$ cat src/rtl/load_store_unit.sv
// load_store_unit: single-outstanding load/store initiator for a word-organised
// data memory. Performs byte/half extraction with sign/zero extension on loads
// and read-modify-write on sub-word stores.
//
// Optional feature: define LSU_MISALIGN_TRAP_EN to report misaligned halves and
// words as errors; otherwise the low address bits are ignored and the aligned
// lane is accessed.
//
// Ports:
//   clk, rst (async, active-low)
//   req_*       : request handshake and fields (accepted on req_valid && req_ready)
//   resp_*      : one-cycle completion pulse with load data and error flag
//   mem_address : word index, MemRead/MemWrite strobes, write_data to memory
//   read_data   : memory data, valid the cycle after MemRead
module load_store_unit #(
    parameter int W = 32,
    parameter int N = 5
) (
    input  logic         clk,
    input  logic         rst,
    input  logic         req_valid,
    output logic         req_ready,
    input  logic         req_write,
    input  logic [1:0]   req_size,
    input  logic         req_unsigned,
    input  logic [W-1:0] req_addr,
    input  logic [W-1:0] req_wdata,
    output logic         resp_valid,
    output logic [W-1:0] resp_rdata,
    output logic         resp_error,
    output logic [W-1:0] mem_address,
    output logic         MemRead,
    output logic         MemWrite,
    output logic [W-1:0] write_data,
    input  logic [W-1:0] read_data
);

    typedef enum logic [2:0] {IDLE, RD, RDW, WR, RESP} state_t;

    state_t     state, state_nxt;
    logic       rdy_en;
    logic       wr_q, uns_q;
    logic [1:0] size_q;
    logic [1:0] lo_q;
    logic       accept, err;
    logic [W-1:0] merged, extracted;
    logic [7:0]   rd_byte;
    logic [15:0]  rd_half;

    // req_ready stays low until the first edge after reset release.
    assign req_ready = (state == IDLE) && rdy_en;
    assign accept    = req_valid && req_ready;

    always_comb begin
        err = (req_size == 2'b11) || (|req_addr[W-1:N+2]);
`ifdef LSU_MISALIGN_TRAP_EN
        if ((req_size == 2'b01 && req_addr[0]) || (req_size == 2'b10 && |req_addr[1:0]))
            err = 1'b1;
`endif
    end

    // Strobes and response pulse decode straight from state, so an async reset
    // drops them immediately.
    assign MemRead    = (state == RD);
    assign MemWrite   = (state == WR);
    assign resp_valid = (state == RESP);

    always_ff @(posedge clk or negedge rst) begin
        if (!rst) begin
            state  <= IDLE;
            rdy_en <= 1'b0;
        end else begin
            state  <= state_nxt;
            rdy_en <= 1'b1;
        end
    end

    always_comb begin
        state_nxt = state;
        case (state)
            IDLE: if (accept) begin
                if (err)                              state_nxt = RESP;
                else if (req_write && req_size == 2'b10) state_nxt = WR;
                else                                  state_nxt = RD;
            end
            RD:   state_nxt = RDW;
            RDW:  state_nxt = wr_q ? WR : RESP;
            WR:   state_nxt = RESP;
            RESP: state_nxt = IDLE;
            default: state_nxt = IDLE;
        endcase
    end

    // Lane select: halves use addr[1] only, so an unaligned half (macro off)
    // falls onto its aligned lane.
    always_comb begin
        rd_byte   = read_data[{lo_q, 3'b000} +: 8];
        rd_half   = read_data[{lo_q[1], 4'b0000} +: 16];
        extracted = read_data;
        case (size_q)
            2'b00: extracted = uns_q ? {{(W-8){1'b0}}, rd_byte}
                                     : {{(W-8){rd_byte[7]}}, rd_byte};
            2'b01: extracted = uns_q ? {{(W-16){1'b0}}, rd_half}
                                     : {{(W-16){rd_half[15]}}, rd_half};
            default: extracted = read_data;
        endcase
    end

    // write_data holds the raw store data from accept until RDW replaces it
    // with the merged word.
    always_comb begin
        merged = read_data;
        case (size_q)
            2'b00:   merged[{lo_q, 3'b000} +: 8]     = write_data[7:0];
            2'b01:   merged[{lo_q[1], 4'b0000} +: 16] = write_data[15:0];
            default: merged = write_data;
        endcase
    end

    always_ff @(posedge clk or negedge rst) begin
        if (!rst) begin
            wr_q        <= 1'b0;
            uns_q       <= 1'b0;
            size_q      <= 2'b00;
            lo_q        <= 2'b00;
            mem_address <= '0;
            write_data  <= '0;
            resp_rdata  <= '0;
            resp_error  <= 1'b0;
        end else if (accept) begin
            wr_q        <= req_write;
            uns_q       <= req_unsigned;
            size_q      <= req_size;
            lo_q        <= req_addr[1:0];
            mem_address <= {2'b00, req_addr[W-1:2]};
            write_data  <= req_wdata;
            resp_rdata  <= '0;
            resp_error  <= err;
        end else if (state == RDW) begin
            if (wr_q) write_data <= merged;
            else      resp_rdata <= extracted;
        end
    end

endmodule
$ cat config.mk
export PLATFORM = sky130hd
export DESIGN_NAME = load_store_unit
export DESIGN_NICKNAME = d
export VERILOG_FILES = /design/src/rtl/load_store_unit.sv
export SDC_FILE = /design/constraint.sdc
export NUM_CORES = 1
export LEC_CHECK = 0
export CAP_MARGIN = 40
export CORE_ASPECT_RATIO = 0.9
export CORE_MARGIN = 3
export CORE_UTILIZATION = 30
export CTS_CLUSTER_DIAMETER = 150
export DETAILED_ROUTE_END_ITERATION = 10
export HOLD_SLACK_MARGIN = 0.03
export PLACE_DENSITY_LB_ADDON = 0.2
export SYNTH_ARGS = -nofsm -noshare
export SYNTH_HDL_FRONTEND = slang
export SYNTH_SLANG_ARGS = --single-unit
$ cat constraint.sdc
create_clock -name clk -period 3.7 [get_ports clk]
set_clock_uncertainty 0.15 [all_clocks]
set_input_delay 0.74 -clock clk [delete_from_list [all_inputs] [get_ports clk]]
set_output_delay 0.74 -clock clk [all_outputs]
set_load 0.02 [all_outputs]
# Word-level counts from Yosys, hierarchy flattened
# Cells that the tools add are included.
[op_classes]
eq_ne = 9
n_reduce_logical = 12
shifts = 6
muxes = 17
add_sub_neg = 2
[op_table]
columns = ["operator", "n"]
rows = [
  ["$mux W32", 8],
  ["$pmux W32 S2", 2],
  ["$bwmux W32", 2],
  ["$shift A16 B7 Y32 const A", 1],
  ["$shift A8 B7 Y32 const A", 1],
  ["$shiftx A16 B7 Y32", 1],
  ["$shiftx A32 B6 Y16", 1],
  ["$shiftx A32 B6 Y8", 1],
  ["$shiftx A8 B7 Y32", 1],
  ["$reduce_or A25 Y1", 1],
  ["$neg A5 Y7", 2],
  ["$pmux W3 S4", 1],
  ["$mux W3", 3],
  ["$eq A3 B2 Y1 const B", 2],
  ["$eq A2 B2 Y1 const B", 2],
  ["$reduce_bool A2 Y1", 2],
  ["$eq A3 B1 Y1 const B", 1],
  ["$eq A3 B3 Y1 const B", 1],
  ["$logic_and A1 B1 Y1", 3],
  ["$logic_not A3 Y1", 1],
  ["$reduce_and A3 Y1", 1],
  ["$reduce_bool A3 Y1", 1],
  ["$eq A2 B1 Y1 const B", 1],
  ["$logic_not A2 Y1", 1],
  ["5 further kinds", 5],
]
[totals]
wordCells = 56
reg_bits = 105

# Longest topological paths before layout
# Gate-level depths: netlist of the first run.
[logic_depth]
ltp_word = 7
ltp_mapped = 9
ltp_nobuf = 6

# Worst setup path after synthesis of the first run
# No wires, ideal clock.
[synth_path]
path_kind = "register -> register"
from = "register lo_q[1]"
to = "register write_data[0]"
path_stages_with_launch = 8
arrival_ns = 2.613
setup_time_ns = 0.125
path_slack_ns = 0.812
n_path_buf = 2
cell_sequence = "dfrtp_1 buf_2 inv_1 clkbuf_1 ha_1 or4b_2 a21oi_2 mux2_2"
[synth_via]
elab_chain_len = 7
word_cells_on_any_way = 12
[synth_rtl]
columns = ["item", "line", "text"]
rows = [
  ["start, declared", "44", "logic [1:0] lo_q;"],
  ["start signal, assigned", "134", "lo_q <= req_addr[1:0];"],
  ["$neg A5 Y7, on equally long branches", "115, 114", ""],
  ["$shiftx A16 B7 Y32 (tied with other cells)", "115", "2'b01: merged[{lo_q[1], 4'b0000} +: 16] = write_data[15:0];"],
  ["$bwmux W32, on equally long branches", "115, 114", ""],
  ["$pmux W32 S2 (*)", "113", "case (size_q)"],
  ["$mux W32 (*)", "140", "if (wr_q) write_data <= merged;"],
  ["$mux W32 (*)", "139", "end else if (state == RDW) begin"],
  ["$mux W32 (*)", "130", "end else if (accept) begin"],
  ["end signal, assigned", "136", "write_data <= req_wdata;"],
  ["end signal, assigned", "140", ""],
  ["end, declared", "34", "output logic [W-1:0] write_data,"],
]
# Every way passes the cells marked *; elsewhere a longest branch is shown, timed or not. The select of a mux whose other input is x is not followed.
# A chain may end at the register's enable or synchronous reset.

# Worst setup path after layout of the first run
[layout_path]
from = "register lo_q[1]"
to = "register write_data[5]"
# Same word-level chain as after synthesis.

==> results of run 1 <==
==> layout by cell type (no fill, tap or decap), types with 3 or more instances in the layout <==
| cell type | count |
|---|---|
| a211o_1 | 8 |
| a21oi_1 | 33 |
| a221o_1 | 26 |
| a221oi_1 | 21 |
| a22o_1 | 9 |
| a22oi_1 | 7 |
| and2_1 | 3 |
| and3b_1 | 3 |
| buf_4 | 13 |
| clkbuf_16 | 9 |
| clkdlybuf4s50_1 | 200 |
| conb_1 | 3 |
| dfrtp_1 | 105 |
| ha_1 | 5 |
| inv_1 | 23 |
| mux2_2 | 10 |
| mux2i_1 | 10 |
| mux4_2 | 8 |
| nand2_1 | 123 |
| nand2b_1 | 5 |
| nand3_1 | 5 |
| nor2_1 | 14 |
| nor2b_1 | 5 |
| nor3_1 | 10 |
| nor4_1 | 5 |
| o21ai_0 | 38 |
| o221a_2 | 3 |
| o22ai_1 | 11 |
| o2bb2ai_1 | 7 |
==> worst paths after layout <==
| check | to | slack (ns) | cells past startpoint |
|---|---|---|---|
| max in group asynchronous | resp_rdata[16]$_DFFE_PN0P_ | 2.34 | 2 |
| min in group clk | mem_address[18]$_DFFE_PN0P_ | 0.33 | 2 |
| setup reg to reg | write_data[5]$_DFFE_PN0P_ | 0.81 | 5 |
| setup / recovery | write_data[5]$_DFFE_PN0P_ | 0.81 | 5 |
| hold / removal | mem_address[2]$_DFFE_PN0P_ | 0.29 | 1 |
| hold reg to reg | mem_address[18]$_DFFE_PN0P_ | 0.33 | 2 |
==> registers in the layout (all words and copies together) (netlist names) <==
signal and cells:
resp_rdata 32, resp_error 1, write_data 32, mem_address 30, size_q 2, uns_q 1, state 3, lo_q 2
rdy_en 1, wr_q 1
==> Yosys cell counts (all sizes together) (3+ instances only) <==
| cell | count |
|---|---|
| o21ai | 40 |
| o2bb2ai | 7 |
| and3b | 3 |
| ha | 5 |
| a221oi | 21 |
| nor4 | 5 |
| mux2 | 10 |
| a211o | 8 |
| mux4 | 8 |
| a22oi | 7 |
| dfrtp | 105 |
| inv | 23 |
| nand3 | 5 |
| a22o | 9 |
| o221a | 3 |
| mux2i | 10 |
| a21oi | 34 |
| o22ai | 11 |
| clkbuf | 23 |
| nand2 | 124 |
| nor2b | 5 |
| nor3 | 10 |
| nand2b | 5 |
| nor2 | 14 |
| a221o | 26 |
| and2 | 4 |
| buf | 21 |
==> cell families after synthesis <==
logic type / synth area share, %
AO/OA/AOI/OAI: 23.6
adder cells (fa/ha/maj): 1.13
buffers and inverters: 5.12
flip-flops: 47.6
multiplexers: 7.11
other: 0.136
AND/OR/NAND/NOR: 15.4
==> final cells by class <==
cell class / count / area [um2]
Tap cell: 240 / 300
Timing Repair Buffer: 215 / 2120
Antenna cell: 1 / 2.50
Inverter: 23 / 86.3
Clock inverter: 6 / 72.6
Multi-Input combinational cell: 401 / 2620
Sequential cell: 105 / 2630
Fill cell: 1726 / 9770
Clock buffer: 10 / 239
==> report_power, final <==
group	switching [mW]	total [mW]	internal (mW)	leakage, nW
registers	0.108	1.38	1.28	1.34
clock network	0.465	1.02	0.554	0.155
logic	0.578	1.08	0.503	1.97
total	1.15	3.48	2.33	3.46
==> per-stage QoR <==
stage	setup WS, ns	power, mW	std cells	cell area (um2)	hold WS [ns]
2_1_floorplan	0.812	1.94	573	5530	0.294
3_3_place_gp	0.788	2.46	983	7760	0.308
3_5_place_dp	0.719	2.48	983	7760	0.315
4_1_cts	0.809	3.51	999	8070	0.329
5_1_grt	0.736	3.64	1001	8080	0.346
6_report	0.810	3.48	1001	8080	0.287
==> layer usage <==
layer  up-vias  share of wire, %
met4         0               2.5
met5         -                 0
met3        31               6.7
li1       2461                 -
met2       227                49
met1      2665                42
==> flow_results.xml, run 1 <==
<?xml version="1.0" encoding="UTF-8"?>
<metrics>
  <group name="setup_path">
    <metric name="cp_max_fo" unit="">14</metric>
    <metric name="worstSetupEndpointType" unit="">register</metric>
    <metric name="cp_slowest_cell" unit="">or4b_2</metric>
    <metric name="path_class" unit="">register to register</metric>
    <metric name="timing.critical_path.cells" unit="">inv_1 -&gt; ha_1 -&gt; or4b_2 -&gt; a21oi_2 -&gt; mux2_2</metric>
    <metric name="reg2reg_from" unit="">lo_q[1]$_DFFE_PN0P_</metric>
    <metric name="crit_start" unit="">lo_q[1]$_DFFE_PN0P_</metric>
    <metric name="worstSetupStartpointType" unit="">register</metric>
    <metric name="cp_max_stage_delay" unit="ns">0.64</metric>
    <metric name="cp.required" unit="ns">3.79</metric>
    <metric name="worstPathBufferInverterCount" unit="">1</metric>
    <metric name="cp_data_arrival_time" unit="ns">2.98</metric>
    <metric name="critical-path-top-delay-family" unit="">simple AND/OR/NAND/NOR gates</metric>
  </group>
  <group name="global_routing">
    <metric name="vias_in_the_first_global_route" unit="">5378</metric>
    <metric name="gr_util_all_layers" unit="%">19.4</metric>
    <metric name="grt-busiest-layer" unit="">met2</metric>
    <metric name="global_route.usage.met3" unit="%">4.43</metric>
    <metric name="grt_use_met1" unit="%">25.3</metric>
    <metric name="global_route.overflow_total" unit="">0</metric>
    <metric name="antenna_found_initial" unit="">1</metric>
    <metric name="grt_first_pass_wirelength" unit="um">30600</metric>
    <metric name="grt_start_max_net_pins" unit="">56</metric>
    <metric name="met2_usage" unit="%">31.9</metric>
  </group>
  <group name="route">
    <metric name="final_antenna_net_count" unit="">0</metric>
    <metric name="drt_pre_antenna_iters" unit="">5</metric>
    <metric name="detailroute.via_count" unit="">5384</metric>
    <metric name="drc" unit="">0</metric>
    <metric name="drt-initial-drc-count" unit="">389</metric>
    <metric name="routed_wl" unit="um">19900</metric>
    <metric name="vias_per_cell" unit="">5.38</metric>
    <metric name="drt-wirelength-per-cell" unit="um">19.9</metric>
  </group>
  <group name="logic_synthesis">
    <metric name="synthesis.yosys.warnings" unit="">0</metric>
    <metric name="synth.lib_cells_used.distinct" unit="">53</metric>
    <metric name="synth_enable_flop_cells" unit="">0</metric>
    <metric name="synth.yosys.seq_area_share" unit="%">47.6</metric>
    <metric name="synth_top_area_share" unit="%">47.6</metric>
    <metric name="synth_area_per_cell" unit="um2">9.66</metric>
    <metric name="yosys_most_used_dff" unit="">dfrtp_1</metric>
    <metric name="synth.ff_latch_count" unit="">105</metric>
    <metric name="syn_area" unit="um2">5530</metric>
    <metric name="netlist.top_cell.by_area" unit="">dfrtp_1</metric>
    <metric name="synth_async_sr_flop_share" unit="%">100</metric>
    <metric name="synthCells" unit="">572</metric>
    <metric name="synth_top_cells_by_area" unit="">dfrtp_1 (48%), nand2_1 (8.4%), a221o_1 (4.7%)</metric>
  </group>
  <group name="floorplanning">
    <metric name="core_area" unit="um2">17800</metric>
    <metric name="dieWidth" unit="um">149</metric>
    <metric name="io-pin-count" unit="">204</metric>
    <metric name="dieHeight" unit="um">135</metric>
    <metric name="placement_rows" unit="">46</metric>
    <metric name="dieArea" unit="um2">20100</metric>
    <metric name="initial_core_utilization" unit="%">31.0</metric>
  </group>
  <group name="outcome">
    <metric name="outcome" unit="">finished, final reports clean</metric>
  </group>
  <group name="sta">
    <metric name="slew_headroom" unit="%">40.5</metric>
    <metric name="layout_min_cycle_time" unit="ns">2.89</metric>
    <metric name="finalHoldViolations" unit="">0</metric>
    <metric name="report.final.slew_viol_count" unit="">0</metric>
    <metric name="rsz0062_at_grt" unit="">no</metric>
    <metric name="post-route-period-util" unit="%">78.1</metric>
    <metric name="max_clk_rate" unit="GHz">0.346</metric>
    <metric name="setup-tns-final" unit="ns">0</metric>
    <metric name="timing_worst_slew_pin_value" unit="ns">0.883</metric>
    <metric name="setup_viol" unit="">0</metric>
  </group>
  <group name="clocking">
    <metric name="quantity_of_gates_resized_following_cts" unit="">0</metric>
    <metric name="cts_root_buf" unit="">clkbuf_16</metric>
    <metric name="post_cts_buffers" unit="">0</metric>
    <metric name="htreeDepth" unit="">3</metric>
    <metric name="cts.hold.buffers_added" unit="">0</metric>
    <metric name="clkSinkCount" unit="">105</metric>
    <metric name="clock_latency_on_the_worst_skew_pair" unit="ns">0.35</metric>
    <metric name="cts-buffers-inserted" unit="">9</metric>
    <metric name="clock_tree_from_tritoncts" unit="">yes</metric>
    <metric name="clk_pin_slew_worst_paths" unit="ns">0.08</metric>
    <metric name="cts-root-to-sink-buffers" unit="">2</metric>
  </group>
  <group name="layout">
    <metric name="layout_net_count" unit="">863</metric>
    <metric name="final_core_utilization" unit="%">45.3</metric>
    <metric name="share_of_final_layout_standard_cells_stronger_than_drive_strength_1" unit="%">8.03</metric>
    <metric name="area.growth.synth_to_final" unit="%">46.2</metric>
  </group>
  <group name="power_and_ir_drop">
    <metric name="power_density" unit="nW/um2">432</metric>
    <metric name="power.static_leakage" unit="nW">3.46</metric>
    <metric name="vdd_ir_drop_max" unit="mV">0.236</metric>
  </group>
  <group name="run">
    <metric name="max_cap_violations" unit="">0</metric>
  </group>
  <group name="place">
    <metric name="place.port_buffers" unit="">201</metric>
    <metric name="place.gp.congestion" unit="">0.846</metric>
    <metric name="dp_hpwl" unit="um">15100</metric>
  </group>
  <group name="hold_path">
    <metric name="min_path_type" unit="">input port to async pin</metric>
  </group>
</metrics>
Note: power is estimated with default switching activity, not from simulation.
==> run 2, diff against run 1 <==
Clock period 3.7 ns to 2.8 ns, I/O delays scaled along.
==> run 2 against run 1 <==
Net effect:
- combinational power increased by 34%
- via count decreased by 0.30%
- sequential share of layout area down 0.42 points
- register-to-register slack got worse by 0.46 ns
- wire length fell by 0.42%
- clock-buffer cell count decreased by 1
- first-iteration DRC count increased by 0.77%
- clock power rose by 38%
==> flow_results.xml, run 2 (synthesis gave the netlist of run 1 again) <==
<?xml version="1.0" encoding="UTF-8"?>
<metrics>
  <group name="outcome">
    <metric name="outcome" unit="">finished, final reports clean</metric>
  </group>
  <group name="layout">
    <metric name="num_antenna_cells" unit="">0</metric>
    <metric name="share_of_final_layout_standard_cells_stronger_than_drive_strength_1" unit="%">8.85</metric>
    <metric name="num-fill-cells" unit="">1727</metric>
    <metric name="area.growth.synth_to_final" unit="%">48.1</metric>
    <metric name="layout_net_count" unit="">871</metric>
    <metric name="commonest_non_fill_non_tap_cell_in_the_layout" unit="">clkdlybuf4s50_1</metric>
    <metric name="layout.cells.most_common_list" unit="">clkdlybuf4s50_1 (200), nand2_1 (123), dfrtp_1 (105)</metric>
    <metric name="reg_top3" unit="">resp_rdata x32, write_data x32, mem_address x30</metric>
  </group>
  <group name="sta">
    <metric name="slew_headroom" unit="%">52.9</metric>
    <metric name="rsz0062_at_grt" unit="">no</metric>
    <metric name="layout_min_cycle_time" unit="ns">2.69</metric>
    <metric name="timing_worst_slew_pin_value" unit="ns">0.707</metric>
    <metric name="post-route-period-util" unit="%">95.9</metric>
    <metric name="max_clk_rate" unit="GHz">0.372</metric>
    <metric name="setup_viol" unit="">0</metric>
    <metric name="report.final.slew_viol_count" unit="">0</metric>
    <metric name="setup-tns-final" unit="ns">0</metric>
    <metric name="finalHoldViolations" unit="">0</metric>
  </group>
  <group name="clocking">
    <metric name="cts-root-to-sink-buffers" unit="">2</metric>
    <metric name="quantity_of_gates_resized_following_cts" unit="">0</metric>
    <metric name="clock_tree_from_tritoncts" unit="">yes</metric>
    <metric name="htreeDepth" unit="">3</metric>
    <metric name="clkSinkCount" unit="">105</metric>
    <metric name="cts_root_buf" unit="">clkbuf_16</metric>
    <metric name="cts-buffers-inserted" unit="">9</metric>
    <metric name="clk_pin_slew_worst_paths" unit="ns">0.08</metric>
    <metric name="clock_latency_on_the_worst_skew_pair" unit="ns">0.36</metric>
  </group>
  <group name="run">
    <metric name="max_cap_violations" unit="">0</metric>
  </group>
  <group name="place">
    <metric name="place.gp.congestion" unit="">0.846</metric>
    <metric name="place.port_buffers" unit="">201</metric>
    <metric name="dp_hpwl" unit="um">15300</metric>
  </group>
  <group name="global_routing">
    <metric name="antenna_found_initial" unit="">0</metric>
    <metric name="grt_start_max_net_pins" unit="">53</metric>
    <metric name="vias_in_the_first_global_route" unit="">5328</metric>
    <metric name="gr_util_all_layers" unit="%">19.4</metric>
    <metric name="grt_first_pass_wirelength" unit="um">30600</metric>
    <metric name="global_route.overflow_total" unit="">0</metric>
  </group>
  <group name="floorplanning">
    <metric name="dieArea" unit="um2">20100</metric>
    <metric name="core_area" unit="um2">17800</metric>
    <metric name="initial_core_utilization" unit="%">31.0</metric>
    <metric name="dieHeight" unit="um">135</metric>
    <metric name="dieWidth" unit="um">149</metric>
    <metric name="placement_rows" unit="">46</metric>
    <metric name="io-pin-count" unit="">204</metric>
  </group>
  <group name="setup_path">
    <metric name="worstSetupStartpointType" unit="">register</metric>
    <metric name="cp_max_fo" unit="">9</metric>
    <metric name="cp_slowest_cell" unit="">clkdlybuf4s50_1</metric>
    <metric name="r2r.worst_path.cells" unit="">5</metric>
    <metric name="timing.critical_path.cells" unit="">or3_1 -&gt; nor2_1 -&gt; clkdlybuf4s50_1</metric>
    <metric name="cp_max_stage_delay" unit="ns">0.62</metric>
    <metric name="path_class" unit="">register to output pin</metric>
    <metric name="cp_data_arrival_time" unit="ns">1.98</metric>
    <metric name="cp.required" unit="ns">2.09</metric>
    <metric name="worstSetupEndpointType" unit="">output pin</metric>
  </group>
  <group name="power_and_ir_drop">
    <metric name="power_density" unit="nW/um2">573</metric>
    <metric name="post-layout-total-power" unit="mW">4.69</metric>
    <metric name="vdd_ir_drop_max" unit="mV">0.300</metric>
    <metric name="power.static_leakage" unit="nW">3.51</metric>
  </group>
  <group name="route">
    <metric name="drt-initial-drc-count" unit="">392</metric>
    <metric name="routed_wl" unit="um">19800</metric>
    <metric name="final_antenna_net_count" unit="">0</metric>
    <metric name="drt_pre_antenna_iters" unit="">5</metric>
    <metric name="detailroute.via_count" unit="">5368</metric>
    <metric name="drt-wirelength-per-cell" unit="um">19.7</metric>
    <metric name="drc" unit="">0</metric>
    <metric name="vias_per_cell" unit="">5.33</metric>
  </group>
  <group name="hold_path">
    <metric name="hold-path-cell-count" unit="">2</metric>
    <metric name="min_path_type" unit="">register to register</metric>
  </group>
</metrics>
[run 2: cell count changes in the layout (fill, tap and decap cells not counted)]
cell	before	now
buf_4	13	18
diode_2	1	0
dlygate4sd3_1	0	1
clkbuf_8	1	0
a21oi_2	1	0
a21oi_4	0	1
bufinv_16	1	2
inv_8	1	0
buf_12	1	3
inv_6	2	3
[run 2: area by class of cell]
cell class,instances,area (um2),share of cell area [%]
Inverter,23,86.3,1.06
Tap cell,240,300,3.67
Timing Repair Buffer,223,2210,27.0
Clock inverter,7,100,1.22
Clock buffer,9,225,2.75
Sequential cell,105,2630,32.1
Multi-Input combinational cell,401,2630,32.1
[run 2: metrics by stage]
step	instances	utilization (%)	instance area (um2)	setup WS, ns	hold WS, ns
global placement	990	43.9	7840	0.144	0.307
finish	1008	45.9	8180	0.114	0.327
global route	1008	45.9	8180	0.0457	0.351
floorplan	573	-	5540	0.0328	0.114
detailed placement	990	43.9	7840	0.0713	0.311
CTS	1007	45.8	8180	0.0865	0.330
[run 2: per-layer routing]
layer,wire (um),vias up,global-route usage (%)
met2,9590,204,30.7
met4,536,0,6.91
li1,-,2479,-
met1,8300,2654,26.3
met5,0,-,0
met3,1390,31,4.63
[run 2: power breakdown]
part	leakage, nW	switching [mW]	total, mW	internal (mW)
registers	1.34	0.142	1.83	1.69
clock network	0.161	0.618	1.41	0.795
logic	2.01	0.771	1.45	0.679
total	3.51	1.53	4.69	3.16
[run 2: path summary, 6_finish.rpt]
kind	slack, ns	to	startpoint
max	0.11	req_ready	state[0]$_DFFE_PN0P_
min	0.33	mem_address[15]$_DFFE_PN0P_	mem_address[15]$_DFFE_PN0P_
max reg2reg	0.35	write_data[5]$_DFFE_PN0P_	lo_q[0]$_DFFE_PN0P_
min reg2reg	0.33	mem_address[15]$_DFFE_PN0P_	mem_address[15]$_DFFE_PN0P_
max in group asynchronous	1.19	write_data[26]$_DFFE_PN0P_	rst
min in group asynchronous	0.57	resp_rdata[10]$_DFFE_PN0P_	rst
[run 2: worst max-delay path, delay by kind of cell (launching register included)]
family        cells  cell delay [ns]
simple gates      2             0.54
buf+inv           1             0.62
flops             1             0.47
[run 2: repair_timing]
action	4_1_cts	5_1_grt
hold buffers	1	0
endpoints found under the hold margin	3	0
setup buffers	0	0
